### src/rtl/alu_arbiter.sv
// Round-robin two-client arbiter and sequencer in front of the shared combinational ALU.
// Optional feature: define ALU_ARB_ILLEGAL_CHK_EN to trap illegal ALU control codes.
module alu_arbiter #(
  parameter int D_WIDTH = 32
) (
  input  logic               clk_i,
  input  logic               rst_ni,
  input  logic               req0_valid_i,
  output logic               req0_ready_o,
  input  logic [D_WIDTH-1:0] req0_op1_i,
  input  logic [D_WIDTH-1:0] req0_op2_i,
  input  logic [3:0]         req0_ctrl_i,
  input  logic               req1_valid_i,
  output logic               req1_ready_o,
  input  logic [D_WIDTH-1:0] req1_op1_i,
  input  logic [D_WIDTH-1:0] req1_op2_i,
  input  logic [3:0]         req1_ctrl_i,
  output logic [D_WIDTH-1:0] alu_oprnd1_o,
  output logic [D_WIDTH-1:0] alu_oprnd2_o,
  output logic [3:0]         alu_ctrl_o,
  input  logic [D_WIDTH-1:0] alu_result_i,
  input  logic               alu_zero_i,
  input  logic               alu_neg_i,
  output logic               rsp0_valid_o,
  input  logic               rsp0_ready_i,
  output logic [D_WIDTH-1:0] rsp0_result_o,
  output logic               rsp0_zero_o,
  output logic               rsp0_neg_o,
  output logic               rsp0_err_o,
  output logic               rsp1_valid_o,
  input  logic               rsp1_ready_i,
  output logic [D_WIDTH-1:0] rsp1_result_o,
  output logic               rsp1_zero_o,
  output logic               rsp1_neg_o,
  output logic               rsp1_err_o,
  output logic               busy_o
);

  typedef enum logic [1:0] {
    IDLE = 2'b00,
    EXEC = 2'b01,
    RESP = 2'b10
  } state_e;

  state_e               state_r;
  state_e               state_s;
  logic                 grant0_s;
  logic                 grant1_s;
  logic                 accept_s;
  logic                 owner_rsp_ready_s;
  logic                 illegal_s;
  logic [D_WIDTH-1:0]   acc_op1_s;
  logic [D_WIDTH-1:0]   acc_op2_s;
  logic [3:0]           acc_ctrl_s;

  logic [D_WIDTH-1:0]   op1_r;
  logic [D_WIDTH-1:0]   op2_r;
  logic [3:0]           ctrl_r;
  logic                 owner_r;
  logic                 last_grant_r;
  logic                 illegal_r;

  logic [1:0]               rsp_valid_r;
  logic [1:0][D_WIDTH-1:0]  rsp_result_r;
  logic [1:0]               rsp_zero_r;
  logic [1:0]               rsp_neg_r;
  logic [1:0]               rsp_err_r;
  logic [D_WIDTH-1:0]       cap_result_s;
  logic                     cap_zero_s;
  logic                     cap_neg_s;

`ifdef ALU_ARB_ILLEGAL_CHK_EN
  function automatic logic ctrl_legal(input logic [3:0] ctrl);
    case (ctrl)
      4'b0000, 4'b0001, 4'b0010, 4'b0100, 4'b0110,
      4'b1000, 4'b1010, 4'b1011, 4'b1100, 4'b1110: ctrl_legal = 1'b1;
      default:                                     ctrl_legal = 1'b0;
    endcase
  endfunction

  assign illegal_s = ~ctrl_legal(acc_ctrl_s);
`else
  assign illegal_s = 1'b0;
`endif

  // Operands of whichever client wins this cycle.
  always_comb begin
    acc_op1_s  = req0_op1_i;
    acc_op2_s  = req0_op2_i;
    acc_ctrl_s = req0_ctrl_i;
    if (grant1_s) begin
      acc_op1_s  = req1_op1_i;
      acc_op2_s  = req1_op2_i;
      acc_ctrl_s = req1_ctrl_i;
    end else begin
      acc_op1_s  = req0_op1_i;
      acc_op2_s  = req0_op2_i;
      acc_ctrl_s = req0_ctrl_i;
    end
  end

  assign owner_rsp_ready_s = owner_r ? rsp1_ready_i : rsp0_ready_i;
  assign accept_s          = grant0_s | grant1_s;

  // Arbitration and next-state logic; ties go to the client not granted last.
  always_comb begin
    grant0_s = 1'b0;
    grant1_s = 1'b0;
    state_s  = state_r;
    case (state_r)
      IDLE: begin
        if (req0_valid_i && (!req1_valid_i || last_grant_r)) begin
          grant0_s = 1'b1;
        end else begin
          grant0_s = 1'b0;
        end
        if (req1_valid_i && (!req0_valid_i || !last_grant_r)) begin
          grant1_s = 1'b1;
        end else begin
          grant1_s = 1'b0;
        end
        if (grant0_s || grant1_s) begin
          state_s = EXEC;
        end else begin
          state_s = IDLE;
        end
      end
      EXEC: state_s = RESP;
      RESP: begin
        if (owner_rsp_ready_s) begin
          state_s = IDLE;
        end else begin
          state_s = RESP;
        end
      end
      default: state_s = IDLE;
    endcase
  end

  // FSM state register.
  always_ff @(posedge clk_i or negedge rst_ni) begin
    if (!rst_ni) begin
      state_r <= IDLE;
    end else begin
      state_r <= state_s;
    end
  end

  // Operand, owner and round-robin history captured on the accept edge.
  always_ff @(posedge clk_i or negedge rst_ni) begin
    if (!rst_ni) begin
      op1_r        <= {D_WIDTH{1'b0}};
      op2_r        <= {D_WIDTH{1'b0}};
      ctrl_r       <= 4'b0000;
      owner_r      <= 1'b0;
      last_grant_r <= 1'b1;
      illegal_r    <= 1'b0;
    end else if (accept_s) begin
      op1_r        <= acc_op1_s;
      op2_r        <= acc_op2_s;
      ctrl_r       <= illegal_s ? 4'b0000 : acc_ctrl_s;
      owner_r      <= grant1_s;
      last_grant_r <= grant1_s;
      illegal_r    <= illegal_s;
    end
  end

  // A trapped illegal op reports a fixed zero result regardless of the ALU.
  always_comb begin
    cap_result_s = alu_result_i;
    cap_zero_s   = alu_zero_i;
    cap_neg_s    = alu_neg_i;
    if (illegal_r) begin
      cap_result_s = {D_WIDTH{1'b0}};
      cap_zero_s   = 1'b1;
      cap_neg_s    = 1'b0;
    end else begin
      cap_result_s = alu_result_i;
      cap_zero_s   = alu_zero_i;
      cap_neg_s    = alu_neg_i;
    end
  end

  // Per-client response registers; only the owner's slot is ever written.
  always_ff @(posedge clk_i or negedge rst_ni) begin
    if (!rst_ni) begin
      rsp_valid_r  <= 2'b00;
      rsp_result_r <= {(2*D_WIDTH){1'b0}};
      rsp_zero_r   <= 2'b00;
      rsp_neg_r    <= 2'b00;
      rsp_err_r    <= 2'b00;
    end else if (state_r == EXEC) begin
      rsp_valid_r[owner_r]  <= 1'b1;
      rsp_result_r[owner_r] <= cap_result_s;
      rsp_zero_r[owner_r]   <= cap_zero_s;
      rsp_neg_r[owner_r]    <= cap_neg_s;
      rsp_err_r[owner_r]    <= illegal_r;
    end else if ((state_r == RESP) && owner_rsp_ready_s) begin
      rsp_valid_r[owner_r]  <= 1'b0;
    end
  end

  assign req0_ready_o  = grant0_s;
  assign req1_ready_o  = grant1_s;
  assign busy_o        = (state_r != IDLE);

  assign alu_oprnd1_o  = op1_r;
  assign alu_oprnd2_o  = op2_r;
  assign alu_ctrl_o    = ctrl_r;

  assign rsp0_valid_o  = rsp_valid_r[0];
  assign rsp0_result_o = rsp_result_r[0];
  assign rsp0_zero_o   = rsp_zero_r[0];
  assign rsp0_neg_o    = rsp_neg_r[0];
  assign rsp1_valid_o  = rsp_valid_r[1];
  assign rsp1_result_o = rsp_result_r[1];
  assign rsp1_zero_o   = rsp_zero_r[1];
  assign rsp1_neg_o    = rsp_neg_r[1];

`ifdef ALU_ARB_ILLEGAL_CHK_EN
  assign rsp0_err_o    = rsp_err_r[0];
  assign rsp1_err_o    = rsp_err_r[1];
`else
  assign rsp0_err_o    = 1'b0;
  assign rsp1_err_o    = 1'b0;
`endif

endmodule
### config.mk
export PLATFORM = sky130hd
export DESIGN_NAME = alu_arbiter
export DESIGN_NICKNAME = d
export VERILOG_FILES = /design/src/rtl/alu_arbiter.sv
export SDC_FILE = /design/constraint.sdc
export NUM_CORES = 1
export LEC_CHECK = 0
export ABC_CLOCK_PERIOD_IN_PS = 2980
export BUFFER_PORTS_ARGS = -buffer_cell sky130_fd_sc_hd__buf_4
export CORE_AREA = 2 2 125 127
export DETAILED_ROUTE_END_ITERATION = 8
export DIE_AREA = 0 0 127 129
export PLACE_DENSITY = 0.81
export REMOVE_ABC_BUFFERS = 1
export SYNTH_ARGS = -nofsm -noshare
export SYNTH_HDL_FRONTEND = slang
export SYNTH_SLANG_ARGS = --single-unit
### constraint.sdc
create_clock -name clk_i -period 2.98 [get_ports clk_i]
set_clock_uncertainty 0.1 [all_clocks]
set_input_delay 0.447 -clock clk_i [delete_from_list [all_inputs] [get_ports clk_i]]
set_output_delay 0.447 -clock clk_i [all_outputs]
set_load 0.1 [all_outputs]
# --- After elaboration in Yosys (flattened, before gate mapping) ---
# Index checks and enable logic that the tools add are counted.
totals:
  regBits: 142
  latchBits: 0
  ramBits: 0
  mem_bits_ro: 0
  in_bits: 176
  elab_cells: 54
  memories: 0
op_classes:
  add_sub_neg: 0
  n_mul: 0
  div_mod_pow: 0
  n_lt_le_gt_ge: 2
  eq_ne: 2
  shifts: 0
  muxes: 22
  n_bitwise: 4
  reduce_logical: 13
ops:
  columns: ["op", "count"]
  rows:
  - ["$mux 32", 3]
  - ["$bwmux 64", 1]
  - ["$demux 32 s1", 1]
  - ["$mux 1", 9]
  - ["$mux 2", 3]
  - ["$pmux 2 s3", 1]
  - ["$bwmux 2", 2]
  - ["$logic_and 1x1->1", 4]
  - ["$mux 4", 1]
  - ["$reduce_bool 2->1", 2]
  - ["$logic_not 1->1", 3]
  - ["$logic_or 1x1->1", 3]
  - ["$and 2x2->2", 1]
  - ["$eq 2x1->1 const B", 1]
  - ["$eq 2x2->1 const B", 1]
  - ["$logic_not 2->1", 1]
  - ["$lt 1x2->1 const B", 1]
  - ["$not 2->2", 1]
  - ["$or 2x2->2", 1]
  - ["$demux 1 s1", 1]
  - ["$ge 1x1->1 const B", 1]
  - ["$or 1x1->1", 1]

# --- Depth between registers and ports, before layout ---
depth:
  depth_word: 8
  mapped_depth: 6
  mapped_depth_nobuf: 4

# --- Worst setup path after synthesis ---
# OpenSTA, ideal clock, no wires.
synth_timing:
  path_kind: "register to output"
  from: "register last_grant_r"
  to: "output port req0_ready_o"
  arrival_time_ps: 2547
  path_slack_ps: -114
  path_stages_with_launch: 5
  n_path_buf: 2
  cell_sequence: "dfstp_2 > clkbuf_1 > clkbuf_1 > inv_1 > a21oi_1"
synth_via:
  elab_chain_len: 5
synth_rtl:
  columns: ["element", "line", "rtl"]
  rows:
  - ["from (decl)", "60", "logic last_grant_r;"]
  - ["from (signal assigned)", "163", "last_grant_r <= grant1_s;"]
  - ["$logic_or 1x1->1", "112", "if (req0_valid_i && (!req1_valid_i || last_grant_r)) begin"]
  - ["$logic_and 1x1->1", "112", null]
  - ["$mux 1", "112", null]
  - ["$mux 1 (2 in a row)", "110", "case (state_r)"]
  - ["to (decl)", "9", "output logic req0_ready_o,"]
# Every way passes these cells. The select of a mux whose other input is x is not followed.

# --- Worst setup path after layout ---
layout_timing:
  from: "register state_r[0]"
  to: "output port busy_o"
layout_via:
  elab_chain_len: 1
layout_rtl:
  columns: ["element", "line", "rtl"]
  rows:
  - ["from (decl)", "45", "state_e state_r;"]
  - ["from (signal assigned)", "145", "state_r <= state_s;"]
  - ["$reduce_bool 2->1", "205", "assign busy_o = (state_r != IDLE);"]
  - ["to (decl)", "36", "output logic busy_o"]
# Every way passes these cells.

==> impl_results.md <==
* #FFs+latches synth at 142
* M1 GR Usage at 0.305
* Top post-synthesis cells by area: dfrtp_1, o2111ai_1, o211ai_1
* Starting Density at 0.437
* Worst Path Max Fanout at 43
* Outcome: finished clean
* Cell count after placement at 1030
* IO Port Bufs at 316
* Post-Layout Cell Count at 1062
* RSZ-0062 raised after global routing: false
* DP Wirelength at 14700 um
* Vias in the first global route at 5970
* Post-Route WL at 21300 um
* Yosys top cell by area: dfrtp_1
* Ys flop type: dfrtp_1
* Worst endpoint required time at 2.43 ns
* CP Launch Type: register
* Synth top area share at 0.539
* Fillers at between 1000 and 1500
* Drt drc at 0
* Final Max Tran Viols at 0
* Post-cts resize count at 0
* # diodes at 0
* CTS sink cnt at 142
* Worst EP arrival at 1.91 ns
* Slowest cell on the critical path: inv_2
* NumNets Final at approximately 1000
* Slew Limit Headroom at 0.534
* Chip Width at between 100 and 150 um
* Cells after synthesis at 570
* Met3 usage at 0.0852
* Vias per cell at roughly 5.6
* Cells along the critical path: nor2_4 > inv_2 > buf_4
* Post-route minimum period at 2.46 ns
* Via count at between 5000 and 6000
* Buf+Inv Stages, Crit Path at 2
* Post-synth EDFFs at 0
* Cell area after layout at 0.00969 sq mm
* Synthesized area per cell at about 11 sq um
* Delay-heaviest family, CP: buffers and inverters
* Placed cell areas at 0.00906 sq mm
* Initial antenna violation count at 0
* DRT iter0 DRCs at approximately 300
* Core area at 0.0150 sq mm
* TritonRoute pass-1 iters at 4
* Commonest cells in the netlist: dfrtp_1, inv_1, o21ai_0
* Final Hold Vio Count at 0
* Clock slew at reported path FFs at approximately 0.060 ns
* Most crowded layer after global routing: met2
* I/O pins at ~320
* Post-synthesis sequential area ratio at 0.543
* Fin crit share at 0.825
* Fraction of registers with async set/reset at 1.00
* CP max stage delay at 0.51 ns
* Cell Area, Synth at ~0.0065 sq mm
* Avg WL per Cell at 20.0 um
* Critical path class: register to primary output
* Fin util at 0.647
* DIE HEIGHT at 129 um
* Share of cells above drive strength 1 at 0.501
* Grt met2 use at 0.433
* GPL Wtd Cong at ~0.8
* CTS tree: done
* Clock Tree Root: clkbuf_16
* Total CTS buffers at 17
* Cell variety after synth at 24
* Antenna Nets Post-Route at 0
* Row Count at 45
* GRT Overall Usage at 0.255
* Worst setup EP type: primary output
* Clk_lat worst skew at 0.42 ns
* Min-delay worst type: primary input to register
* Final setup violation count at 0
* H-tree depth at 4
* Max clock buf depth at 2
* Pin count of the biggest net entering global routing at slightly above 60
* Fmax at 407 MHz
* Slew of the pin with the lowest slew margin at 0.698 ns
* Grt total ovfl at 0
* Layout overhead on the synthesized area at 48.1%
* Global-route wire length before repair at 32400 um
* Max-Cap Viols at 0
* Most numerous cell in the Yosys netlist: dfrtp_1
* Sum Neg Setup Slack at 0 ns
* Warnings, synthesis at 0
* Die ar. at around 0.016 sq mm
## cells by family (layout without fill, tap and decap cells)
family                 Yosys count  count (layout)  share of synthesized area
multiplexers                    68              68                      0.134
AND/OR/NAND/NOR                 13              13                     0.0103
flip-flops                     142             142                      0.543
AO/OA/AOI/OAI                  213             213                      0.229
other                            1               2                   0.000573
buffers and inverters          133             436                     0.0832
## per-layer routing
layer / vias to the layer above / wire length (um)
li1: 2692 / -
met1: 2909 / 8130
met2: 310 / 10700
met3: 38 / 1890
met4: 0 / 565
met5: - / 0
## layout make-up
| type | instances | area (sq um) | area share |
|---|---|---|---|
| Sequential cell | 142 | 3550 | 0.367 |
| Multi-Input combinational cell | 296 | 2470 | 0.255 |
| Clock buffer | 18 | 439 | 0.0453 |
| Clock inverter | 13 | 179 | 0.0185 |
| Inverter | 73 | 274 | 0.0283 |
| Timing Repair Buffer | 332 | 2540 | 0.262 |
| Tap cell | 188 | 235 | 0.0243 |
## stage by stage
step                      hold slack, ns  setup slack, ns
final                              0.164            0.521
after global routing               0.146            0.407
after detailed placement           0.358            0.904
after global placement             0.357            0.900
after CTS                          0.146            0.500
after floorplan                   0.0514            -2.20
## state kept, by name, summed over array words and instances (netlist names), named ones only
register	count
alu_oprnd1_o	32
alu_oprnd2_o	32
rsp0_result_o	32
rsp1_result_o	32
alu_ctrl_o	4
rsp_neg_r	2
rsp_zero_r	2
state_r	2
last_grant_r	1
owner_r	1
## cell usage in the layout, fill, tap and decap left out, types with 4 or more instances in the layout
cell type and instances:
a21oi_1 5, buf_4 327, clkbuf_16 17, clkinv_4 5, dfrtp_1 141, inv_1 71
mux2_2 38, mux2_4 30, nand2_1 4, o2111ai_1 68, o211ai_1 68, o21ai_0 70
## final timing paths
check                                  startpoint                end  slack [ns]  cells past startpoint
worst max-delay path                   state_r[0]             busy_o        0.52                      3
min in group asynchronous                  rst_ni    alu_oprnd2_o[6]        0.46                      2
max in group asynchronous                  rst_ni  rsp1_result_o[23]        1.60                      3
worst min register to register  rsp1_result_o[29]  rsp1_result_o[29]        0.41                      1
worst max register to register         state_r[1]   rsp1_result_o[0]        1.00                      4
worst min-delay path              alu_result_i[9]   rsp1_result_o[9]        0.16                      2
## timing repair
item | CTS | global route
endpoints found under the hold margin | 56 | 0
setup buffers | 0 | 0
hold buffers | 1 | 0
endpoints found under the setup margin | 0 | 0
Power is left out: the tool's default activity adds up to more than one toggle a clock period on the data nets, which glitch-free logic cannot reach.
